--- src/rtl/usb_hs_bus_arbiter.sv ---
// ---------------------------------------------------------------------------
// usb_hs_bus_arbiter
//
// Two-requester arbiter/sequencer for the usbHostSlave 8-bit register bus.
// Port A is the CPU path and port B is the FIFO-drain/DMA engine. Requests are
// granted round-robin, can be locked by the current owner for atomic
// read-modify-write sequences, and are run one at a time against the core.
//
// Optional feature macro: USB_ARB_TIMEOUT_EN
//   defined   -> a BUS cycle counter forces termination (err=1, rdata=8'hFF)
//                after TIMEOUT_CYCLES cycles without ack_i.
//   undefined -> BUS waits for ack_i indefinitely; a_err/b_err stay 0.
//
// Ports:
//   clk, reset_n                    clock, asynchronous active-low reset
//   a_req/a_lock/a_addr/a_wdata/a_we  port A request side (held until a_ack)
//   a_rdata/a_ack/a_err             port A completion (one-cycle a_ack)
//   b_*                             same as port A, for port B
//   address_o/data_o/writeEn_o/strobe_o  to the core register bus
//   data_i/ack_i                    from the core register bus
//   owner                           current/last owner (0=A, 1=B)
// ---------------------------------------------------------------------------
module usb_hs_bus_arbiter #(
    parameter int TIMEOUT_CYCLES = 64,
    parameter int TIMEOUT_W      = 7
) (
    input  logic       clk,
    input  logic       reset_n,
    input  logic       a_req,
    input  logic       a_lock,
    input  logic [7:0] a_addr,
    input  logic [7:0] a_wdata,
    input  logic       a_we,
    output logic [7:0] a_rdata,
    output logic       a_ack,
    output logic       a_err,
    input  logic       b_req,
    input  logic       b_lock,
    input  logic [7:0] b_addr,
    input  logic [7:0] b_wdata,
    input  logic       b_we,
    output logic [7:0] b_rdata,
    output logic       b_ack,
    output logic       b_err,
    output logic [7:0] address_o,
    output logic [7:0] data_o,
    output logic       writeEn_o,
    output logic       strobe_o,
    input  logic [7:0] data_i,
    input  logic       ack_i,
    output logic       owner
);

    typedef enum logic [1:0] {IDLE, BUS, DONE} state_t;

    state_t state, stateNext;
    logic   lockHold;
    logic   ownerReq, ownerLock, ownerErr, effLock;
    logic   doGrant, grantB, busEnd, busTimeout;

`ifdef USB_ARB_TIMEOUT_EN
    logic [TIMEOUT_W-1:0] toCount;

    // Counter is held at zero outside BUS, so it starts from zero on every entry.
    always_ff @(posedge clk or negedge reset_n) begin
        if (!reset_n) begin
            toCount <= '0;
        end else if (state != BUS) begin
            toCount <= '0;
        end else if (!ack_i) begin
            toCount <= toCount + TIMEOUT_W'(1);
        end
    end
`else
    logic unusedTimeoutCfg;
    assign unusedTimeoutCfg = ^(TIMEOUT_W'(TIMEOUT_CYCLES));
`endif

    always_ff @(posedge clk or negedge reset_n) begin
        if (!reset_n) begin
            state <= IDLE;
        end else begin
            state <= stateNext;
        end
    end

    always_comb begin
        ownerReq   = owner ? b_req  : a_req;
        ownerLock  = owner ? b_lock : a_lock;
        ownerErr   = owner ? b_err  : a_err;
        // A lock only survives while the owner keeps its lock line high.
        effLock    = lockHold & ownerLock;
        stateNext  = state;
        doGrant    = 1'b0;
        grantB     = owner;
        busEnd     = 1'b0;
        busTimeout = 1'b0;
        case (state)
            IDLE: begin
                if (effLock) begin
                    if (ownerReq) begin
                        doGrant = 1'b1;
                        grantB  = owner;
                    end
                end else if (a_req && b_req) begin
                    doGrant = 1'b1;
                    grantB  = ~owner;
                end else if (a_req) begin
                    doGrant = 1'b1;
                    grantB  = 1'b0;
                end else if (b_req) begin
                    doGrant = 1'b1;
                    grantB  = 1'b1;
                end
                if (doGrant) begin
                    stateNext = BUS;
                end
            end
            BUS: begin
                // ack_i in the expiry cycle still counts as a normal completion.
                if (ack_i) begin
                    busEnd    = 1'b1;
                    stateNext = DONE;
                end
`ifdef USB_ARB_TIMEOUT_EN
                else if (toCount == TIMEOUT_W'(TIMEOUT_CYCLES - 1)) begin
                    busTimeout = 1'b1;
                    stateNext  = DONE;
                end
`endif
            end
            DONE:    stateNext = IDLE;
            default: stateNext = IDLE;
        endcase
    end

    always_ff @(posedge clk or negedge reset_n) begin
        if (!reset_n) begin
            lockHold  <= 1'b0;
            owner     <= 1'b1;
            address_o <= 8'h00;
            data_o    <= 8'h00;
            writeEn_o <= 1'b0;
            strobe_o  <= 1'b0;
            a_rdata   <= 8'h00;
            b_rdata   <= 8'h00;
            a_ack     <= 1'b0;
            b_ack     <= 1'b0;
            a_err     <= 1'b0;
            b_err     <= 1'b0;
        end else begin
            a_ack <= 1'b0;
            b_ack <= 1'b0;
            a_err <= 1'b0;
            b_err <= 1'b0;
            case (state)
                IDLE: begin
                    lockHold <= effLock;
                    if (doGrant) begin
                        owner     <= grantB;
                        address_o <= grantB ? b_addr  : a_addr;
                        data_o    <= grantB ? b_wdata : a_wdata;
                        writeEn_o <= grantB ? b_we    : a_we;
                        strobe_o  <= 1'b1;
                    end
                end
                BUS: begin
                    if (busEnd || busTimeout) begin
                        strobe_o  <= 1'b0;
                        writeEn_o <= 1'b0;
                        if (owner) begin
                            b_ack   <= 1'b1;
                            b_err   <= busTimeout;
                            b_rdata <= busTimeout ? 8'hFF : data_i;
                        end else begin
                            a_ack   <= 1'b1;
                            a_err   <= busTimeout;
                            a_rdata <= busTimeout ? 8'hFF : data_i;
                        end
                    end
                end
                DONE: begin
                    // A timed-out owner loses its lock.
                    lockHold <= ownerLock & ~ownerErr;
                end
                default: ;
            endcase
        end
    end

endmodule

--- config.mk ---
export PLATFORM = sky130hd
export DESIGN_NAME = usb_hs_bus_arbiter
export DESIGN_NICKNAME = d
export VERILOG_FILES = /design/src/rtl/usb_hs_bus_arbiter.sv
export SDC_FILE = /design/constraint.sdc
export NUM_CORES = 1
export LEC_CHECK = 0
export CORE_MARGIN = 3
export CORE_UTILIZATION = 25
export DETAILED_ROUTE_END_ITERATION = 16
export HOLD_SLACK_MARGIN = 0.05
export PLACE_DENSITY = 0.56
export RECOVER_POWER = 25
export SYNTH_ARGS = -nofsm -noshare
export SYNTH_HDL_FRONTEND = slang
export SYNTH_SLANG_ARGS = --single-unit
--- constraint.sdc ---
create_clock -name clk -period 1.6 [get_ports clk]
set_clock_uncertainty 0.15 [all_clocks]
set_input_delay 0.16 -clock clk [delete_from_list [all_inputs] [get_ports clk]]
set_output_delay 0.16 -clock clk [all_outputs]
set_load 0.03 [all_outputs]
==> results_dict.tcl, run 1 <==
set metrics [dict create \
    synthXorXnorAreaFrac_pct 0 \
    pre_cts_slack_ns -0.3303 \
    power_mw 5.730 \
    cts_tree "yes" \
    fin_setup_tns_ns -2.063 \
    seqPwrFrac_pct 30.5 \
    grt_use_total_pct 13.30 \
    final_common_cell "inv_1" \
    path_cells "buf_6, nand3b_1, buf_4, buf_6, o2111a_2, a222oi_1" \
    layout_common_cells "inv_1 (55), clkdlybuf4s50_1 (47), dfrtp_1 (38), dlygate4sd2_1 (36), a222oi_1 (17)" \
    antenna_found_initial 0 \
    post_synth.cell_area_avg_um2 11.17 \
    hold_viol_final 0 \
    io_pins 88 \
    synth_fa_ha_area_share_pct 0 \
    fin_ws_ns -0.1386 \
    wl_um 5282 \
    synth_area_um2 1765 \
    ys_types 25 \
    min_period_ns 1.739 \
    cts_root_buffer "clkbuf_8" \
    crit_top_cell "buf_6" \
    relSlewSlack_pct 63.32 \
    drc 0 \
    yosys_register_bits 40 \
    maxSlewViolCount 0 \
    clockPowerShare_pct 14.1 \
    vdd_drop_max_uv 972.2 \
    cap_violations 0 \
    insertion_delay_ns 0.28 \
    final_cells 361 \
    num_vias 1607 \
    status "finished with violations" \
    crit_family "compound AO/OA/AOI/OAI gates" \
    post-route-util_pct 46.38 \
    clk_pin_slew_ns 0.08 \
    cts_made_buffers 5 \
    place_hpwl_um 3439 \
    syn2layout_area_growth_pct 73.49 \
    gp_congestion 0.7372 \
    endpoint_kind "flip-flop" \
    io_buffers 85 \
    fillCellCount 639 \
    overflow 0 \
    crit_slowest_cell "dfstp_2" \
    startpoint_type "flip-flop" \
    finalCritPeriodShare_pct 108.7 \
    crit_required_ns 1.63 \
    chipWidth_um 90.04 \
    nets 316 \
    drive_gt1_share_pct 19.78 \
    synth-simple-area-share_pct 3.614 \
    synthTopCellsByArea "dfrtp_1 (55%), inv_1 (12%), mux2_2 (10%), a222oi_1 (9.6%), dfstp_2 (1.5%)" \
    grt_max_degree 22 \
    cell_internal_pwr_mw 3.354 \
    drtPass1Iterations 6 \
    grt_pass1_vias 1723 \
    worstSetupPathType "flip-flop to flip-flop" \
    power.density_nw_per_um2 1871 \
    avgRoutedWirePerCell_um 14.63 \
    violations "setup timing" \
    synth_top_area_share_pct 55.28 \
    cp_data_arrival_time_ns 1.77 \
    synth_top_family_by_area "compound AO/OA/AOI/OAI gates" \
    timing.fmax_mhz 575.2 \
    placed_cells 342 \
    final-setup-viol-count 27 \
    coreArea_um2 6604 \
    yosys_warnings 0 \
    num_rows 29 \
    swShare_pct 41.46 \
    crit_buf_inv 3 \
    start_util_pct 26.73 \
    synth-compound-area-share_pct 14.32 \
    hp-class "input port to async pin" \
    tightest_slew_ns 0.5502 \
    die_h_um 90.04 \
    switching_power_mw 2.376 \
    power.leakage_nw 1.547 \
    die_area_um2 8106 \
    p_comb_share_pct 55.4 \
    clock-sinks 40 \
    synth_mux_area_share_pct 10.77 \
    antennaDiodeCount 0 \
    synth_cells 158 \
    clk_path_buf_depth 2 \
    viasPerCell 4.452 \
    ant_nets 0 \
    initialDrtViolationCount 126 \
    grt_first_pass_wirelength_um 8652 \
    rsz0062_at_grt "yes" \
    slowest_delay_ns 0.37 \
    synth_top_area_cell "dfrtp_1" \
    critical_path.max_fanout 8 \
    htreeDepth 2 \
    yosysSeqAreaShare_pct 56.77 \
]
==> kinds of logic after synthesis <==
logic type | Yosys count
AOI/OAI and AO/OA | 27
other | 1
DFF | 40
buffers and inverters | 61
muxes | 17
and+or+nand+nor | 12
==> synth_stat cells <==
| cell type | instances |
|---|---|
| mux2_2 | 16 |
| a31oi_1 | 1 |
| conb_1 | 1 |
| nor3b_1 | 2 |
| buf_6 | 2 |
| a222oi_1 | 17 |
| a21o_1 | 1 |
| dfrtp_1 | 39 |
| buf_4 | 2 |
| nand3_1 | 1 |
| nor2_2 | 1 |
| nand3b_1 | 2 |
| nor2_1 | 1 |
| a21oi_1 | 3 |
| o31ai_1 | 1 |
| clkbuf_1 | 1 |
| inv_1 | 55 |
| mux2i_1 | 1 |
| nand2_1 | 5 |
| a21bo_1 | 1 |
| buf_2 | 1 |
| o2111a_2 | 1 |
| o2111a_1 | 1 |
| a22oi_2 | 1 |
| dfstp_2 | 1 |
==> layer usage <==
layer / part of all wire, % / wire length, um / up-vias / GRT usage [%]
li1: - / - / 752 / -
met2: 47 / 2500 / 85 / 22.03
met3: 9.7 / 510 / 7 / 5.259
met4: 1.1 / 57 / 0 / 4.209
met5: 0 / 0 / - / 0
met1: 42 / 2213 / 763 / 15.81
==> worst reg2reg max path, cell delays in order, from the launching register on <==
cell      delay (ns)
dfstp_2         0.37
buf_6           0.11
nand3b_1        0.17
buf_4           0.17
buf_6           0.11
o2111a_2        0.21
a222oi_1        0.34
==> final cells by class <==
type                    instances  area (um^2)  share of cell area, %
repair buffers                105         1064                  34.72
flip-flops and latches         40         1003                  32.76
multi-input cells              60        565.5                  18.46
inverters                      55        206.4                  6.740
well taps                      93        116.4                  3.799
clock buffers                   6        72.57                  2.369
clock inverters                 2        35.03                  1.144
==> repair_timing <==
item / CTS / global route
setup buffers: 6 / 0
pin swaps: 16 / 11
cloned: 4 / 1
endpoints found under the hold margin: 19 / 0
gates resized for setup: 45 / 7
hold buffers: 1 / 0
setup endpoints to repair: 53 / 35
==> final timing paths <==
check                                      from                       end  slack, ns  cells past startpoint
min in group clk                      a_addr[3]  address_o[3]$_DFFE_PN0P_       0.29                      3
min                                     reset_n      lockHold$_DFFE_PN0P_       0.25                      2
min reg2reg                strobe_o$_DFFE_PN0P_      strobe_o$_DFFE_PN0P_       0.35                      2
max in group asynchronous               reset_n  address_o[4]$_DFFE_PN0P_       0.55                      3
max                           owner$_DFFE_PN1P_     data_o[6]$_DFFE_PN0P_      -0.14                      6
max reg2reg                   owner$_DFFE_PN1P_     data_o[6]$_DFFE_PN0P_      -0.14                      6
==> flip-flops by register name, summed over array words and instances, names as in the netlist <==
register and count:
a_ack 1, writeEn_o 1, state 2, data_o 8
lockHold 1, address_o 8, owner 1, b_ack 1
strobe_o 1, b_rdata 8, a_rdata 8
==> per-stage QoR <==
step	instance area, um^2	hold slack, ns
after floorplan	1775	-0.2856
after global routing	3063	0.2792
after CTS	3037	0.2237
final	3063	0.2474
after global placement	2828	0.01075
after detailed placement	2828	0.005855
==> power groups by stage <==
stage | registers (mW) | clock network (mW) | logic [mW]
final | 1.75 | 0.807 | 3.18
after global routing | 1.82 | 0.904 | 3.38
after global placement | 1.77 | 0 | 3.15
after CTS | 1.75 | 0.855 | 3.20
after detailed placement | 1.77 | 0 | 3.19
after floorplan | 2.64 | 0 | 0.890
(Power assumes the default switching activity.)
==> run 2: changes to the inputs <==
CORE_UTILIZATION = 36   (was 25)
GPL_TIMING_DRIVEN = 0   (was default)
PLACE_DENSITY = 0.76   (was 0.56)
==> run 2 against run 1 <==
  * The flow still finishes with violations (setup timing)
  * Non-clock buffer count grew 6
  * Global-route usage rose by 3.6 points
  * Cell count shrank 6.4%
  * Sequential share of layout area rose by 0.73 points
  * Register-to-register slack worse by 0.16 ns
  * Critical endpoint is now address_o[3]$_DFFE_PN0P_
  * Die area shrank 29%
  * Worst hold slack got worse by 0.14 ns
  * Clock power up 1%
  * Sequential power barely moved
  * Core utilization rose by 20 points
==> results_dict.tcl, run 2 (synthesis results as in run 1) <==
set metrics [dict create \
    fin_ws_ns -0.2983 \
    die_h_um 76.03 \
    startpoint_type "flip-flop" \
    critical_path.max_fanout 7 \
    syn2layout_area_growth_pct 69.53 \
    final-setup-viol-count 18 \
    drc 0 \
    final_cells 338 \
    coreArea_um2 4534 \
    detailed_place.area_um2 2723 \
    antennaDiodeCount 0 \
    slowest_delay_ns 0.54 \
    antenna_found_initial 0 \
    final_common_cell "inv_1" \
    fillCellCount 374 \
    num_rows 24 \
    violations "setup timing" \
    crit_buf_inv 2 \
    reg2reg_from "owner$_DFFE_PN1P_" \
    overflow 0 \
    clk_pin_slew_ns 0.08 \
    layout_common_cells "inv_1 (54), clkdlybuf4s50_1 (47), dfrtp_1 (39), dlygate4sd2_1 (37), a222oi_1 (17)" \
    status "finished with violations" \
    die_area_um2 5781 \
    initialDrtViolationCount 139 \
    power.density_nw_per_um2 1897 \
    crit_family "compound AO/OA/AOI/OAI gates" \
    power.leakage_nw 1.557 \
    cap_violations 0 \
    worstSetupPathType "flip-flop to flip-flop" \
    path_cells "buf_6, a21bo_1, o2111a_2, buf_2, a222oi_1" \
    start_util_pct 38.93 \
    endpoint_kind "flip-flop" \
    placed_cells 310 \
    timing.fmax_mhz 526.8 \
    clk_path_buf_depth 2 \
    gp_congestion 0.7038 \
    crit_slowest_cell "dfstp_2" \
    rsz0062_at_grt "yes" \
    clock-sinks 40 \
    grt_pass1_vias 1652 \
    vdd_drop_max_uv 1004 \
    pre_cts_slack_ns -0.5089 \
    grt_max_degree 36 \
    htreeDepth 2 \
    cts_tree "yes" \
    maxSlewViolCount 0 \
    viasPerCell 4.589 \
    ant_nets 0 \
    cts_made_buffers 5 \
    wl_um 4812 \
    drive_gt1_share_pct 21.61 \
    timing.hold.ws_ns 0.1062 \
    io_buffers 85 \
    num_vias 1551 \
    grt_use_total_pct 16.87 \
    drtPass1Iterations 6 \
    crit_required_ns 1.63 \
    insertion_delay_ns 0.29 \
    crit_start "owner$_DFFE_PN1P_" \
    chipWidth_um 76.03 \
    io_pins 88 \
    min_period_ns 1.898 \
    place_hpwl_um 3265 \
    cts_root_buffer "clkbuf_8" \
    hp-class "input port to async pin" \
    hold_viol_final 0 \
    grt_first_pass_wirelength_um 7907 \
    ff2ff_setup_slack_ns -0.30 \
    finalCritPeriodShare_pct 118.6 \
    avgRoutedWirePerCell_um 14.24 \
    stdcell_area_um2 2993 \
    nets 321 \
    cp_data_arrival_time_ns 1.93 \
]
==> run 2: changes by cell type in the layout (fill, tap and decap cells not counted), moves of 2 or more <==
cell,before,now
buf_4,9,15
buf_12,5,0
buf_6,4,7
mux2_2,11,8
mux2_4,5,8
clkbuf_16,2,0
==> run 2: final timing paths <==
check                                            to  cells after the start
setup reg to reg           address_o[3]$_DFFE_PN0P_                      5
hold / removal                writeEn_o$_DFFE_PN0P_                      2
max in group asynchronous     data_o[4]$_DFFE_PN0P_                      3
setup / recovery           address_o[3]$_DFFE_PN0P_                      5
hold reg to reg              b_rdata[1]$_DFFE_PN0P_                      1
min in group clk              data_o[3]$_DFFE_PN0P_                      3
==> run 2: metal layers <==
layer | track usage (%) | part of all wire, % | wire (um) | vias to the layer above
li1 | - | - | - | 751
met1 | 19.65 | 42 | 2028 | 724
met2 | 27.39 | 46 | 2211 | 69
met3 | 8.511 | 11 | 516 | 7
met4 | 4.891 | 1.1 | 55 | 0
met5 | 0 | 0 | 0 | -
==> run 2: per-stage QoR <==
stage / setup TNS, ns / utilization (%) / power (mW)
CTS: -4.909 / 65.92 / 5.642
floorplan: -5.019 / - / 3.529
global placement: -44.67 / 59.71 / 4.766
finish: -4.501 / 66.00 / 5.677
global route: -6.523 / 66.00 / 6.018
detailed placement: -12.62 / 60.04 / 4.825
==> run 2: cell type report <==
cell class              count  area (um^2)  share of cell area (%)
clock inverters             3        42.54                   1.421
repair buffers            105        963.4                   32.19
flip-flops and latches     40         1002                   33.49
well taps                  65        81.33                   2.717
multi-input cells          59        571.8                   19.11
inverters                  55        209.0                   6.982
plain buffers               6        53.80                   1.798
clock buffers               5        68.82                   2.299
==> run 2: power breakdown <==
| part | switching [mW] | internal [mW] |
|---|---|---|
| Clock | 0.355 | 0.461 |
| Combinational | 1.78 | 1.33 |
| Sequential | 0.251 | 1.50 |
| Total | 2.39 | 3.29 |
==> run 2: timing repair <==
item                                   CTS  global route
setup buffers                           15             3
gates resized for setup                 49            10
gates cloned                             1             2
hold buffers                             1             0
endpoints found under the hold margin   40             0
pin swaps                               16             9
setup endpoints to repair               72            35
==> run 3: changes to the inputs <==
SKIP_LAST_GASP = 1   (was default)
==> run 3 against run 2 <==
  * The flow still finishes with violations (setup timing)
  * Core utilization is 0.47 points lower
  * Die area stayed put
  * Worst hold slack better by 0.0021 ns
  * Sequential cell count stayed put
  * Via count is 0.97% lower
  * Clock power hardly changed
  * Sequential share of layout area is 0.24 points higher
  * Global-route usage is 0.076 points lower
  * Combinational power is 2% lower
  * Non-clock buffer count is 1 lower
  * Largest cell class unchanged
==> results_dict.tcl, run 3 (synthesis results as in run 1) <==
set metrics [dict create \
    io_pins 88 \
    path_cells "buf_6, a21bo_1, o2111a_2, buf_2, a222oi_1" \
    switching_power_mw 2.357 \
    drtPass1Iterations 4 \
    num_vias 1536 \
    slowest_delay_ns 0.54 \
    endpoint_kind "flip-flop" \
    htreeDepth 2 \
    stdcell_area_um2 2972 \
    swShare_pct 41.98 \
    detailed_place.area_um2 2723 \
    crit_required_ns 1.63 \
    wl_um 4757 \
    pre_cts_slack_ns -0.5089 \
    io_buffers 85 \
    finalCritPeriodShare_pct 118.4 \
    drive_gt1_share_pct 20.59 \
    vdd_drop_max_uv 1004 \
    maxSlewViolCount 0 \
    die_area_um2 5781 \
    num_rows 24 \
    violations "setup timing" \
    cts_made_buffers 5 \
    gp_congestion 0.7038 \
    final-setup-viol-count 18 \
    cts_tree "yes" \
    insertion_delay_ns 0.29 \
    cap_violations 0 \
    startpoint_type "flip-flop" \
    fillCellCount 377 \
    clk_pin_slew_ns 0.08 \
    seqPwrFrac_pct 31.1 \
    antenna_found_initial 0 \
    ant_nets 0 \
    start_util_pct 38.93 \
    cts_root_buffer "clkbuf_8" \
    timing.fmax_mhz 527.9 \
    nets 320 \
    clock-sinks 40 \
    min_period_ns 1.894 \
    hold_viol_final 0 \
    drc 0 \
    rsz0062_at_grt "yes" \
    fin_ws_ns -0.2943 \
    hp-class "input port to async pin" \
    coreArea_um2 4534 \
    die_h_um 76.03 \
    avgRoutedWirePerCell_um 14.12 \
    grt_max_degree 36 \
    grt_pass1_vias 1658 \
    worstSetupPathType "flip-flop to flip-flop" \
    final_common_cell "inv_1" \
    initialDrtViolationCount 143 \
    place_hpwl_um 3265 \
    grt_first_pass_wirelength_um 7872 \
    clk_path_buf_depth 2 \
    antennaDiodeCount 0 \
    power_mw 5.615 \
    syn2layout_area_growth_pct 68.32 \
    overflow 0 \
    p_comb_share_pct 54.4 \
    status "finished with violations" \
    grt_use_total_pct 16.79 \
    clockPowerShare_pct 14.5 \
    layout_common_cells "inv_1 (54), clkdlybuf4s50_1 (47), dfrtp_1 (39), dlygate4sd2_1 (37), a222oi_1 (17)" \
    crit_slowest_cell "dfstp_2" \
    cell_internal_pwr_mw 3.258 \
    viasPerCell 4.558 \
    cp_data_arrival_time_ns 1.93 \
    power.density_nw_per_um2 1889 \
    chipWidth_um 76.03 \
    power.leakage_nw 1.549 \
    critical_path.max_fanout 7 \
]
-- run 3: changes by cell type in the layout (fill, tap and decap cells not counted), sizes merged --
cell  delta
buf      -1
-- run 3: cell type report --
cell class / count / area [um^2] / share of cell area [%]
well taps: 65 / 81.33 / 2.737
inverters: 55 / 206.4 / 6.947
flip-flops and latches: 40 / 1002 / 33.73
clock inverters: 3 / 42.54 / 1.432
repair buffers: 104 / 952.2 / 32.04
multi-input cells: 59 / 564.3 / 18.99
clock buffers: 5 / 68.82 / 2.316
plain buffers: 6 / 53.80 / 1.811
-- run 3: per-stage QoR --
stage | util (%) | setup TNS [ns] | hold WS (ns) | std cells
finish | 65.54 | -4.403 | 0.1083 | 337
global route | 65.54 | -6.298 | 0.1271 | 337
CTS | 65.81 | -4.920 | 0.06781 | 335
detailed placement | 60.04 | -12.62 | -0.1475 | 310
global placement | 59.71 | -44.67 | 0.3153 | 309
floorplan | - | -5.019 | -0.2856 | 159
-- run 3: worst paths after layout --
check	slack (ns)	end	cells after the start	start
max	-0.29	address_o[5]$_DFFE_PN0P_	5	owner$_DFFE_PN1P_
min	0.11	writeEn_o$_DFFE_PN0P_	2	reset_n
max reg2reg	-0.29	address_o[5]$_DFFE_PN0P_	5	owner$_DFFE_PN1P_
min reg2reg	0.36	b_rdata[1]$_DFFE_PN0P_	1	b_rdata[1]$_DFFE_PN0P_
max in group asynchronous	0.38	address_o[6]$_DFFE_PN0P_	3	reset_n
min in group clk	0.27	data_o[3]$_DFFE_PN0P_	3	a_wdata[3]
-- run 3: timing repair --
item / CTS / global route
gates resized for setup: 48 / 7
pin swaps: 16 / 9
endpoints found under the setup margin: 72 / 35
gates cloned: 1 / 2
endpoints found under the hold margin: 40 / 0
hold buffers: 1 / 0
setup buffers: 15 / 2
-- run 3: critical path, delay by kind of cell, from the launching register on --
kind | cells | cell delay, ns
AOI/OAI and AO/OA | 3 | 0.81
DFF | 1 | 0.54
buffers and inverters | 2 | 0.28
-- run 3: metal layers --
layer  track usage, %  routed length, um  part of all wire [%]
met5                0                  0                     0
met4            4.891                 55                   1.2
met2            27.04               2168                    46
met3            8.629                524                    11
met1            19.65               2009                    42
-- run 3: power groups by stage --
| stage | Sequential, mW | Combinational (mW) | Clock, mW |
|---|---|---|---|
| 2_1_floorplan | 2.64 | 0.890 | 0 |
| 3_3_place_gp | 1.75 | 3.01 | 0 |
| 3_5_place_dp | 1.78 | 3.05 | 0 |
| 4_1_cts | 1.74 | 3.05 | 0.839 |
| 5_1_grt | 1.81 | 3.27 | 0.886 |
| 6_report | 1.75 | 3.05 | 0.813 |
